## src/rtl/cpu_mem_if.sv

```systemverilog
// Data-memory bus between the MEM stage (master) and the memory system (slave).
interface cpu_mem_if;
    logic        dm_req;
    logic        dm_we;
    logic [31:0] dm_addr;
    logic [31:0] dm_wdata;
    logic        dm_ack;
    logic [31:0] dm_rdata;

    modport master (
        output dm_req, dm_we, dm_addr, dm_wdata,
        input  dm_ack, dm_rdata
    );

    modport slave (
        input  dm_req, dm_we, dm_addr, dm_wdata,
        output dm_ack, dm_rdata
    );
endinterface

```

## src/rtl/cpu_mem.sv

```systemverilog
// MEM pipeline stage: issues word loads/stores on the data-memory bus,
// stalls the pipeline while the bus is busy, and drives the MEM/WB register.
// Optional feature: define MEM_TIMEOUT_EN to abort a request after 256
// unacknowledged cycles and raise the sticky bus_err flag.
//
// state | meaning
// IDLE  | no bus transfer; pipeline register follows EX when unstalled
// REQ   | dm_req held high waiting for dm_ack
// DONE  | transfer complete; waiting for the pipeline to advance
module cpu_mem (
    input  logic        clk,
    input  logic        rst,
    input  logic        cpu_stall,
    input  logic        int_flush,
    input  logic        ex_c_rfw,
    input  logic [1:0]  ex_c_wbsource,
    input  logic [1:0]  ex_c_drw,
    input  logic [31:0] ex_alu_r,
    input  logic [31:0] ex_rfb,
    input  logic [4:0]  ex_rf_waddr,
    input  logic [31:0] ex_jalra,
    cpu_mem_if.master   dm,
    output logic        mem_stall,
    output logic        bus_err,
    output logic        m_c_rfw,
    output logic [4:0]  m_rf_waddr,
    output logic [31:0] m_wdata
);

    typedef enum logic [1:0] {IDLE, REQ, DONE} state_t;

    state_t      state, state_nx;
    logic [31:0] rdata_q;
    logic        flush_pend;
    logic        kill_rfw;
    logic        is_access;
    logic        pending;
    logic        kill;
    logic        tmo;
    logic        wb_load;
    logic        wb_zero;
    logic [31:0] load_data;
    logic [31:0] wb_value;
    logic        unused_ok;

`ifdef MEM_TIMEOUT_EN
    logic [7:0]  tmo_cnt;
    logic        bus_err_q;
    assign tmo     = (state == REQ) && !dm.dm_ack && (tmo_cnt == 8'hFF);
    assign bus_err = bus_err_q;
`else
    assign tmo     = 1'b0;
    assign bus_err = 1'b0;
`endif

    // The low address bits never reach the word-aligned bus.
    assign unused_ok = &{1'b0, ex_alu_r[1:0]};

    // A flushed instruction never starts a bus access.
    assign is_access = (ex_c_drw == 2'b10) || (ex_c_drw == 2'b01);
    assign pending   = is_access && !int_flush;
    assign kill      = flush_pend || int_flush;

    // Load data comes from the capture register once the transfer is done.
    assign load_data = (state == DONE) ? rdata_q : dm.dm_rdata;

    // Write-back value selection.
    always_comb begin
        wb_value = 32'h0;
        case (ex_c_wbsource)
            2'd0:    wb_value = ex_alu_r;
            2'd1:    wb_value = load_data;
            2'd2:    wb_value = ex_jalra;
            default: wb_value = 32'h0;
        endcase
    end

    // State register.
    always_ff @(posedge clk) begin
        if (rst) state <= IDLE;
        else     state <= state_nx;
    end

    // Next state, stall and pipeline-register update controls.
    always_comb begin
        state_nx  = state;
        mem_stall = 1'b0;
        wb_load   = 1'b0;
        wb_zero   = 1'b0;
        case (state)
            IDLE: begin
                if (pending) begin
                    mem_stall = 1'b1;
                    state_nx  = REQ;
                end else if (!cpu_stall) begin
                    wb_zero = int_flush;
                    wb_load = !int_flush;
                end
            end
            REQ: begin
                mem_stall = 1'b1;
                if (dm.dm_ack || tmo) begin
                    state_nx = kill ? IDLE : DONE;
                    wb_zero  = kill;
                end
            end
            DONE: begin
                if (!cpu_stall) begin
                    state_nx = IDLE;
                    wb_zero  = int_flush;
                    wb_load  = !int_flush;
                end
            end
            default: state_nx = IDLE;
        endcase
    end

    // Bus request, capture, error tracking and MEM/WB register.
    always_ff @(posedge clk) begin
        if (rst) begin
            dm.dm_req   <= 1'b0;
            dm.dm_we    <= 1'b0;
            dm.dm_addr  <= 32'h0;
            dm.dm_wdata <= 32'h0;
            rdata_q     <= 32'h0;
            flush_pend  <= 1'b0;
            kill_rfw    <= 1'b0;
            m_c_rfw     <= 1'b0;
            m_rf_waddr  <= 5'd0;
            m_wdata     <= 32'h0;
`ifdef MEM_TIMEOUT_EN
            tmo_cnt     <= 8'd0;
            bus_err_q   <= 1'b0;
`endif
        end else begin
            if (state == IDLE && state_nx == REQ) begin
                dm.dm_req   <= 1'b1;
                dm.dm_we    <= ex_c_drw[0];
                dm.dm_addr  <= {ex_alu_r[31:2], 2'b00};
                dm.dm_wdata <= ex_rfb;
                flush_pend  <= 1'b0;
                kill_rfw    <= 1'b0;
`ifdef MEM_TIMEOUT_EN
                tmo_cnt     <= 8'd0;
`endif
            end
            if (state == REQ) begin
                if (int_flush)
                    flush_pend <= 1'b1;
                if (dm.dm_ack) begin
                    dm.dm_req <= 1'b0;
                    if (!dm.dm_we)
                        rdata_q <= dm.dm_rdata;
                end else if (tmo) begin
                    dm.dm_req <= 1'b0;
                    rdata_q   <= 32'hDEADBEEF;
                    kill_rfw  <= 1'b1;
`ifdef MEM_TIMEOUT_EN
                    bus_err_q <= 1'b1;
                end else begin
                    tmo_cnt   <= tmo_cnt + 8'd1;
`endif
                end
            end
            if (wb_zero) begin
                m_c_rfw    <= 1'b0;
                m_rf_waddr <= 5'd0;
                m_wdata    <= 32'h0;
            end else if (wb_load) begin
                m_c_rfw    <= ex_c_rfw && !(state == DONE && kill_rfw);
                m_rf_waddr <= ex_rf_waddr;
                m_wdata    <= wb_value;
            end
        end
    end

endmodule
```

## src/flat_wrapper.sv

```systemverilog
// flat-port wrapper written by rule: the top's interface ports become plain ports
module cpu_mem_flat 
  (clk, rst, cpu_stall, int_flush, ex_c_rfw, ex_c_wbsource, ex_c_drw, ex_alu_r, ex_rfb, ex_rf_waddr, ex_jalra, mem_stall, bus_err, m_c_rfw, m_rf_waddr, m_wdata, dm_dm_req, dm_dm_we, dm_dm_addr, dm_dm_wdata, dm_dm_ack, dm_dm_rdata);
  cpu_mem_if dm_i ();
  input  logic clk;
  input  logic rst;
  input  logic cpu_stall;
  input  logic int_flush;
  input  logic ex_c_rfw;
  input  logic [1:0] ex_c_wbsource;
  input  logic [1:0] ex_c_drw;
  input  logic [31:0] ex_alu_r;
  input  logic [31:0] ex_rfb;
  input  logic [4:0] ex_rf_waddr;
  input  logic [31:0] ex_jalra;
  output logic mem_stall;
  output logic bus_err;
  output logic m_c_rfw;
  output logic [4:0] m_rf_waddr;
  output logic [31:0] m_wdata;
  output wire logic [$bits(dm_i.dm_req)-1:0] dm_dm_req;
  output wire logic [$bits(dm_i.dm_we)-1:0] dm_dm_we;
  output wire logic [$bits(dm_i.dm_addr)-1:0] dm_dm_addr;
  output wire logic [$bits(dm_i.dm_wdata)-1:0] dm_dm_wdata;
  input wire logic [$bits(dm_i.dm_ack)-1:0] dm_dm_ack;
  input wire logic [$bits(dm_i.dm_rdata)-1:0] dm_dm_rdata;
  assign dm_dm_req = dm_i.dm_req;
  assign dm_dm_we = dm_i.dm_we;
  assign dm_dm_addr = dm_i.dm_addr;
  assign dm_dm_wdata = dm_i.dm_wdata;
  assign dm_i.dm_ack = dm_dm_ack;
  assign dm_i.dm_rdata = dm_dm_rdata;
  cpu_mem u_core (.clk(clk), .rst(rst), .cpu_stall(cpu_stall), .int_flush(int_flush), .ex_c_rfw(ex_c_rfw), .ex_c_wbsource(ex_c_wbsource), .ex_c_drw(ex_c_drw), .ex_alu_r(ex_alu_r), .ex_rfb(ex_rfb), .ex_rf_waddr(ex_rf_waddr), .ex_jalra(ex_jalra), .dm(dm_i), .mem_stall(mem_stall), .bus_err(bus_err), .m_c_rfw(m_c_rfw), .m_rf_waddr(m_rf_waddr), .m_wdata(m_wdata));
endmodule
```

## config.mk

```make
export PLATFORM = sky130hd
export DESIGN_NAME = cpu_mem_flat
export DESIGN_NICKNAME = d
export VERILOG_FILES = /design/src/rtl/cpu_mem_if.sv /design/src/rtl/cpu_mem.sv /design/src/flat_wrapper.sv
export SDC_FILE = /design/constraint.sdc
export NUM_CORES = 1
export LEC_CHECK = 0
export BUFFER_PORTS_ARGS = -buffer_cell sky130_fd_sc_hd__buf_2
export CAP_MARGIN = 0
export CORE_UTILIZATION = 30
export DETAILED_ROUTE_END_ITERATION = 16
export HOLD_SLACK_MARGIN = 0.08
export PLACE_DENSITY = 0.56
export SLEW_MARGIN = 20
export SYNTH_ARGS = -nofsm -noshare
export SYNTH_HDL_FRONTEND = slang
export SYNTH_SLANG_ARGS = --single-unit
```

## constraint.sdc

```tcl
create_clock -name clk -period 2.2 [get_ports clk]
set_clock_uncertainty 0.1 [all_clocks]
set_input_delay 0.11 -clock clk [delete_from_list [all_inputs] [get_ports clk]]
set_output_delay 0.11 -clock clk [all_outputs]
set_load 0.01 [all_outputs]
```

After elaboration in Yosys (flattened, before gate mapping)

Cells that the tools add are included.

Add/sub/neg operators: 0
$mul: 0
Divide/modulo/power cells: 0
Magnitude comparators: 0
Equal/unequal tests: 7
Shift-type cells: 0
Muxes and demuxes: 22
Bitwise logic cells: 1
Reductions and logical operators: 9

Operators with widths:

| kind                 | count |
|---|---|
| $pmux W32 S3         | 1 |
| $mux W32             | 1 |
| $mux W1              | 12 |
| $eq A2 B1 Y1 const B | 4 |
| $mux W2              | 4 |
| $eq A2 B2 Y1 const B | 3 |
| $pmux W2 S3          | 1 |
| $logic_not A2 Y1     | 2 |
| $pmux W1 S2          | 2 |
| $pmux W1 S3          | 1 |
| $reduce_and A3 Y1    | 1 |
| $logic_and A1 B1 Y1  | 2 |
| $logic_or A1 B1 Y1   | 2 |
| $reduce_or A2 Y1     | 1 |
| $logic_not A1 Y1     | 1 |
| $not A1 Y1           | 1 |

Flip-flop bits (word level): 137
Latch bits: 0
Bits in writable memories: 0
ROM bits: 0
Input port bits: 143
Output and inout bits: 106
Logic and storage cells: 49
Memories kept: 0

Longest topological paths before layout

Gate-level depths: netlist of the first run.

Depth after elaboration: 10
Depth in mapped cells: 7

Worst setup path after synthesis of the first run

OpenSTA, ideal clock, no wires.

Kind: register to register
Start point: register u_core.state[0]
End point: register u_core.m_wdata[3]
Data arrival time: 1443 ps
Required time: 1968 ps
Setup slack: 525 ps
Cell stages (with the launch flop): 8
Buffers on the path: 3
Path through: dfxtp_1 > buf_6 > nand2b_4 > buf_6 > buf_6 > mux2_2 > a221oi_1 > nor3_1

Cells in the longest elaborated chain, start to end: 3

Ends and longest elaborated chain:

| what                                             | line                         | text |
|---|---|---|
| start, declared                                  | cpu_mem.sv:32                | `state_t state, state_nx;` |
| start signal, assigned                           | cpu_mem.sv:81                | `else state <= state_nx;` |
| $eq A2 B2 Y1 (tied with other cells)             | cpu_mem.sv:65, cpu_mem.sv:90 |  |
| $mux W32 or $pmux W1 S3 (tied branches)          | cpu_mem.sv:65, cpu_mem.sv:90 |  |
| $pmux W32 S3 or $reduce_or A2 Y1 (tied branches) | -                            |  |
| end signal, assigned                             | cpu_mem.sv:172               | `m_wdata <= wb_value;` |
| end, declared                                    | cpu_mem.sv:27                | `output logic [31:0] m_wdata` |

Parallel ways exist; a longest one is shown, timed or not.
A chain may end at the register's enable or synchronous reset.

Final worst setup path of the first run

Start point: register u_core.state[1]
End point: register u_core.rdata_q[17]

Cells in the longest elaborated chain, start to end: 2

Ends and longest elaborated chain:

| what                               | line           | text |
|---|---|---|
| $eq A2 B1 Y1                       | cpu_mem.sv:147 | `if (state == REQ) begin` |
| $reduce_and A3 Y1 (no source line) | -              |  |
| end signal, assigned               | cpu_mem.sv:153 | `rdata_q <= dm.dm_rdata;` |
| end, declared                      | cpu_mem.sv:33  | `logic [31:0] rdata_q;` |

No other way between the ends.

==> impl_metrics.tcl, run 1 <==
set metrics [dict create \
    seq_area_frac_synth_pct 44.6 \
    yosys_warnings 0 \
    ys_seq_elements 137 \
    wirelength_mm 21.0 \
    required_ns 2.47 \
    rsz0062_at_grt "no" \
    root_buffer "clkbuf_16" \
    drt_pass1_iterations 4 \
    cp-start-kind "flop" \
    powerDensity_mw_per_mm2 694 \
    dp_slack_ns 0.280 \
    grt_max_degree 52 \
    layout-drive-gt1-share_pct 32.0 \
    dieArea_mm2 0.0211 \
    hold_class "in2reg" \
    grt_pass1_wl_mm 33.8 \
    drtIter0Drc 291 \
    combPwrFrac_pct 16.7 \
    drc 0 \
    die_h_um 145 \
    synth.distinct_cells 33 \
    p_sw_mw 1.87 \
    finalCritPeriodShare_pct 93.8 \
    route.detailed.wl_per_inst_um 15.4 \
    gp_congestion 0.734 \
    outcome "finished, final reports clean" \
    cp.arrival_ns 2.33 \
    syn_inst 724 \
    n_antenna_cell 0 \
    worstPathMaxFanout 32 \
    total_leakage_power_nw 4.21 \
    max_freq_ghz 0.484 \
    placedCellCount 1192 \
    vdd_drop_max_uv 494 \
    die_x_um 145 \
    finalSetupViolCount 0 \
    clkPwrFrac_pct 43.2 \
    synthesis.area_mm2 0.00615 \
    num_vias 6437 \
    tns_ns 0 \
    postSynthAreaPerCell_um2 8.50 \
    total_power_mw 6.60 \
    clock_tree.buffer_depth 2 \
    critical_path_class "reg2reg" \
    core_mm2 0.0202 \
    instances_no_fill 1363 \
    drt-vias-per-instance 4.72 \
    setup_slack_ns 0.136 \
    antenna_found_initial 0 \
    final-hold-violation-count 0 \
    htreeDepth 4 \
    synthToLayoutAreaGrowth_pct 54.6 \
    worstMarginPinSlew_ns 1.09 \
    tritoncts "yes" \
    power.internal_mw 4.73 \
    grt_usage_pct 20.1 \
    cts_buffers 17 \
    fin_nets 1223 \
    maxCapViolations 0 \
    slew_violations 0 \
    clock_sinks 137 \
    ant_nets 0 \
    p_seq_share_pct 40.1 \
    overflow 0 \
    max-slew-margin-rel_pct 26.9 \
    fillers 1951 \
    fin_util_pct 47.2 \
    crit_path_end_kind "flop" \
    cts_setup_buffers 0 \
    path_clk_slew_ns 0.06 \
    dp_hpwl_mm 12.7 \
    grt_pass1_vias 6490 \
    num_rows 52 \
    ios 249 \
    port_buffers 245 \
    min_period_ns 2.06 \
    start_util_pct 30.5 \
    swShare_pct 28.4 \
    clk_latency_ns 0.42 \
]
[what timing repair did]
action | CTS | global route
hold buffers | 139 | 0
resized for setup | 0 | 3
endpoints found under the setup margin | 0 | 12
endpoints found under the hold margin | 134 | 0
[layer usage]
| layer | track usage [%] | wire, um | part of all wire [%] |
|---|---|---|---|
| met1 | 25.0 | 9610 | 46 |
| met2 | 34.5 | 10100 | 48 |
| met3 | 4.81 | 1060 | 5.0 |
| met4 | 5.74 | 265 | 1.3 |
| met5 | 0 | 0 | 0 |
[critical path, cell delays in order, from the launching register on]
cell and delay (ns):
dfxtp_1 0.55, and3b_1 0.27, nand2b_2 0.10, buf_12 0.21
nand2_1 0.07, a21oi_1 0.13, dlygate4sd3_1 0.56
[worst paths after layout]
path | from | end | slack [ns] | cells after the start
setup / recovery | u_core.state[1] | u_core.rdata_q[17] | 0.14 | 6
hold / removal | ex_jalra[8] | u_core.m_wdata[8] | 0.09 | 5
setup reg to reg | u_core.state[1] | u_core.rdata_q[17] | 0.14 | 6
hold reg to reg | u_core.dm.dm_wdata[20] | u_core.dm.dm_wdata[20] | 0.35 | 2
[power by group through the flow]
| stage | logic, mW | clock network, mW | registers, mW |
|---|---|---|---|
| after detailed placement | 0.911 | 0 | 2.70 |
| after global routing | 1.21 | 3.04 | 2.66 |
| after CTS | 1.10 | 2.93 | 2.65 |
| after global placement | 0.901 | 0 | 2.70 |
| after floorplan | 0.525 | 0 | 2.73 |
| final | 1.10 | 2.85 | 2.65 |
[registers in the layout, summed over array words and instances (netlist names), 2 cells and up]
| name | flops |
|---|---|
| u_core.m_wdata | 32 |
| u_core.dm.dm_addr | 30 |
| u_core.m_rf_waddr | 5 |
| u_core.dm.dm_wdata | 32 |
| u_core.state | 2 |
| u_core.rdata_q | 32 |
[per-stage QoR]
step	instance area [um^2]	hold slack, ns
final	9520	0.0856
after global routing	9520	0.118
after CTS	9510	0.0823
after detailed placement	7540	0.253
after global placement	7540	0.244
after floorplan	6160	0.146
[layout by cell type (no fill, tap or decap), types with 2 or more instances in the layout]
master / synthesis / layout
buf_2: 18 / 244
nand2_1: 192 / 192
dlygate4sd3_1: 0 / 139
dfxtp_1: 137 / 136
a21oi_1: 124 / 124
nor2_1: 45 / 45
mux2i_1: 38 / 38
nor3_1: 35 / 34
mux2_2: 24 / 24
a221oi_1: 21 / 21
clkbuf_16: 0 / 17
buf_4: 3 / 12
a221oi_2: 11 / 11
a21oi_2: 6 / 6
mux2_4: 5 / 5
inv_6: 0 / 5
buf_12: 0 / 5
clkinvlp_4: 0 / 4
mux2_1: 3 / 3
conb_1: 1 / 3
inv_8: 0 / 3
clkinv_4: 0 / 2
[cell families (layout without fill, tap and decap cells)]
family | Yosys count | in the layout | share of synthesized area [%]
compound gates | 167 | 167 | 17.2
xor+xnor | 1 | 1 | 0.264
buf+inv | 67 | 434 | 6.83
flops | 137 | 137 | 44.6
mux | 70 | 70 | 12.3
other cells | 1 | 3 | 0.0609
simple gates | 281 | 281 | 18.7
[cell type report]
| cell class | count | area [um^2] | share of cell area, % |
|---|---|---|---|
| multi-input cells | 522 | 3030 | 31.9 |
| repair buffers | 401 | 2820 | 29.6 |
| flip-flops and latches | 137 | 2740 | 28.8 |
| clock buffers | 17 | 425 | 4.47 |
| well taps | 270 | 338 | 3.55 |
| clock inverters | 15 | 155 | 1.63 |
| inverters | 1 | 3.75 | 0.0394 |
[synth_stat cells, drive strengths merged]
cell / n / area, um^2
a21oi: 130 / 673
a221oi: 32 / 349
and3b: 1 / 8.76
buf: 40 / 319
clkbuf: 26 / 97.6
conb: 1 / 3.75
dfxtp: 137 / 2740
inv: 1 / 3.75
mux2: 32 / 379
mux2i: 38 / 380
nand2: 192 / 721
nand2b: 2 / 20.0
nor2: 45 / 169
nor2b: 2 / 12.5
nor3: 35 / 175
nor4: 2 / 27.5
nor4b: 1 / 8.76
o211a: 1 / 10.0
o21ai: 2 / 13.8
o21bai: 1 / 7.51
o31ai: 1 / 7.51
or4: 1 / 7.51
xnor2: 1 / 16.3
Note: power is estimated with default switching activity, not from simulation.
==> inputs of run 2 (changes only) <==
--- a/config.mk
+++ b/config.mk
@@ -5,6 +5,7 @@
 export SDC_FILE = /design/constraint.sdc
 export NUM_CORES = 1
 export LEC_CHECK = 0
+export ABC_AREA = 1
 export BUFFER_PORTS_ARGS = -buffer_cell sky130_fd_sc_hd__buf_2
 export CAP_MARGIN = 0
 export CORE_UTILIZATION = 30
==> impl_metrics.tcl, run 2 <==
set metrics [dict create \
    synth.distinct_cells 24 \
    cp.arrival_ns 2.26 \
    synth_edf_count 0 \
    grt_max_degree 65 \
    overflow 0 \
    grt_usage_pct 20.7 \
    min_period_ns 2.06 \
    core_mm2 0.0205 \
    clkPwrFrac_pct 43.1 \
    cts_buffers 17 \
    dieArea_mm2 0.0217 \
    maxCapViolations 0 \
    worstPathMaxFanout 20 \
    async_flop_share_pct 0 \
    max_freq_ghz 0.486 \
    hold_class "in2reg" \
    ys_seq_elements 137 \
    die_h_um 147 \
    p_sw_mw 1.98 \
    clk_latency_ns 0.42 \
    placedCellCount 1400 \
    slew_violations 0 \
    drc 0 \
    multi_input_area_mm2 0.00281 \
    layout_commonest_cell "buf_2" \
    power.internal_mw 4.90 \
    synthesis.area_mm2 0.00634 \
    tns_ns 0 \
    synth_area_leaders "dfxtp_1 (43%), nand2_1 (13%), nor2_1 (7.8%)" \
    wirelength_mm 22.1 \
    cp-start-kind "flop" \
    synth_top_area_share_pct 43.2 \
    met3_usage_pct 4.23 \
    grt_pass1_wl_mm 35.2 \
    drt_pass1_iterations 4 \
    grtUsageMet2_pct 35.5 \
    final-hold-violation-count 0 \
    reg_top3 "u_core.dm.dm_wdata x32, u_core.m_wdata x32, u_core.rdata_q x32" \
    ios 249 \
    start_util_pct 31.0 \
    finalCritPeriodShare_pct 93.5 \
    clock_sinks 137 \
    drtIter0Drc 306 \
    synthTopCellsByCount "nand2_1 (215), dfxtp_1 (137), nor2_1 (131)" \
    yosysMostFrequentCell "nand2_1" \
    gp_congestion 0.816 \
    required_ns 2.41 \
    yosysTopAreaCell "dfxtp_1" \
    fin_nets 1422 \
    critPathSlowestCell "dlygate4sd3_1" \
    num_vias 7058 \
    path_clk_slew_ns 0.07 \
    ys.flop_type "dfxtp_1" \
    combPwrFrac_pct 17.3 \
    hold_slack_ns 0.0962 \
    port_buffers 245 \
    layout-drive-gt1-share_pct 25.6 \
    critical_path_class "reg2reg" \
    fillers 2115 \
    cpMostUsedCell "buf_4" \
    gr-max-usage-layer "met2" \
    htreeDepth 4 \
    instances_no_fill 1563 \
    placed_area_mm2 0.00771 \
    powerDensity_mw_per_mm2 715 \
    total_leakage_power_nw 4.64 \
    root_buffer "clkbuf_16" \
    seq_area_frac_synth_pct 43.2 \
    route.detailed.wl_per_inst_um 14.1 \
    max-slew-margin-rel_pct 62.2 \
    fin_area_mm2 0.00963 \
    grt_pass1_vias 6866 \
    syn_inst 932 \
    dp_hpwl_mm 14.5 \
    drt-vias-per-instance 4.52 \
    crit_path_end_kind "flop" \
    rsz0062_at_grt "no" \
    vdd_drop_max_uv 458 \
    ant_nets 0 \
    crit_chain "inv_2 -> nand4_1 -> buf_4 -> buf_4 -> nand2_1 -> a21oi_1 -> dlygate4sd3_1" \
    swShare_pct 28.8 \
    total_power_mw 6.88 \
    regArea_mm2 0.00274 \
    outcome "finished, final reports clean" \
    synthToLayoutAreaGrowth_pct 51.7 \
    num_rows 52 \
    yosys_warnings 0 \
    grt_util_met1_pct 26.1 \
    tritoncts "yes" \
    p_seq_share_pct 39.5 \
    critPathMaxStageDelay_ns 0.55 \
    postSynthAreaPerCell_um2 6.81 \
    finalSetupViolCount 0 \
    die_x_um 147 \
    final_cell_mix "buf_2 (245), nand2_1 (214), dfxtp_1 (136)" \
    antenna_found_initial 1 \
    worstMarginPinSlew_ns 0.566 \
    clock_tree.buffer_depth 2 \
]
run 2: cell types whose count changed in the layout (fill, tap and decap cells not counted), sizes merged, moves of 3 or more:
| cell | change |
|---|---|
| inv | +103 |
| nand3 | +98 |
| o21ai | +95 |
| nor2 | +90 |
| a21oi | -59 |
| mux2i | -38 |
| nor3 | -33 |
| a221oi | -32 |
| mux2 | -32 |
| nand2 | +25 |
| dlygate4sd3 | -10 |
| buf | +3 |
run 2: per-stage QoR:
stage               util (%)  setup WS (ns)
floorplan                  -          0.847
global placement        37.6          0.428
finish                  47.0          0.142
CTS                     46.9         0.0477
global route            47.0         0.0269
detailed placement      37.6          0.380
run 2: power groups by stage:
stage	Clock (mW)	Combinational [mW]	Sequential [mW]
global placement	0	1.01	2.77
finish	2.97	1.19	2.72
floorplan	0	0.550	2.83
detailed placement	0	1.01	2.77
CTS	3.05	1.20	2.72
global route	3.15	1.33	2.74
run 2: kinds of logic after synthesis:
| logic type | count (synthesis) | synth area share [%] |
|---|---|---|
| AO/OA/AOI/OAI | 169 | 14.6 |
| buffers and inverters | 172 | 12.8 |
| AND/OR/NAND/NOR | 453 | 29.3 |
| flip-flops | 137 | 43.2 |
| other | 1 | 0.0591 |
run 2: per-layer routing:
metal  vias to the layer above  part of all wire, %
met5                         -                    0
met1                      3213                   45
li1                       3615                    -
met3                        20                  5.0
met4                         0                  1.4
met2                       210                   48
run 2: cell type report:
class | instances | area share [%]
Multi-Input combinational cell | 625 | 29.2
Sequential cell | 137 | 28.5
Timing Repair Buffer | 393 | 28.3
Clock buffer | 17 | 4.42
Inverter | 105 | 4.15
Tap cell | 270 | 3.51
Clock inverter | 15 | 1.88
Antenna cell | 1 | 0.0260
run 2: path summary, 6_finish.rpt:
kind | start | slack [ns] | endpoint | cells past startpoint
worst max-delay path | u_core.state[0] | 0.14 | u_core.flush_pend | 7
worst min-delay path | ex_jalra[9] | 0.1 | u_core.m_wdata[9] | 7
worst max register to register | u_core.state[0] | 0.14 | u_core.flush_pend | 7
worst min register to register | u_core.m_wdata[28] | 0.36 | u_core.m_wdata[28] | 2
run 2: what timing repair did:
action,CTS,global route
resized for setup,0,1
hold buffers,129,0
setup endpoints to repair,0,2
endpoints found under the hold margin,134,0
buffers inserted,0,1
run 2: critical path: cells and delay by family, from the launching register on:
family / cells / cell delay (ns)
DFF: 1 / 0.35
and+or+nand+nor: 2 / 0.24
AOI/OAI and AO/OA: 1 / 0.05
buffers and inverters: 4 / 1.21
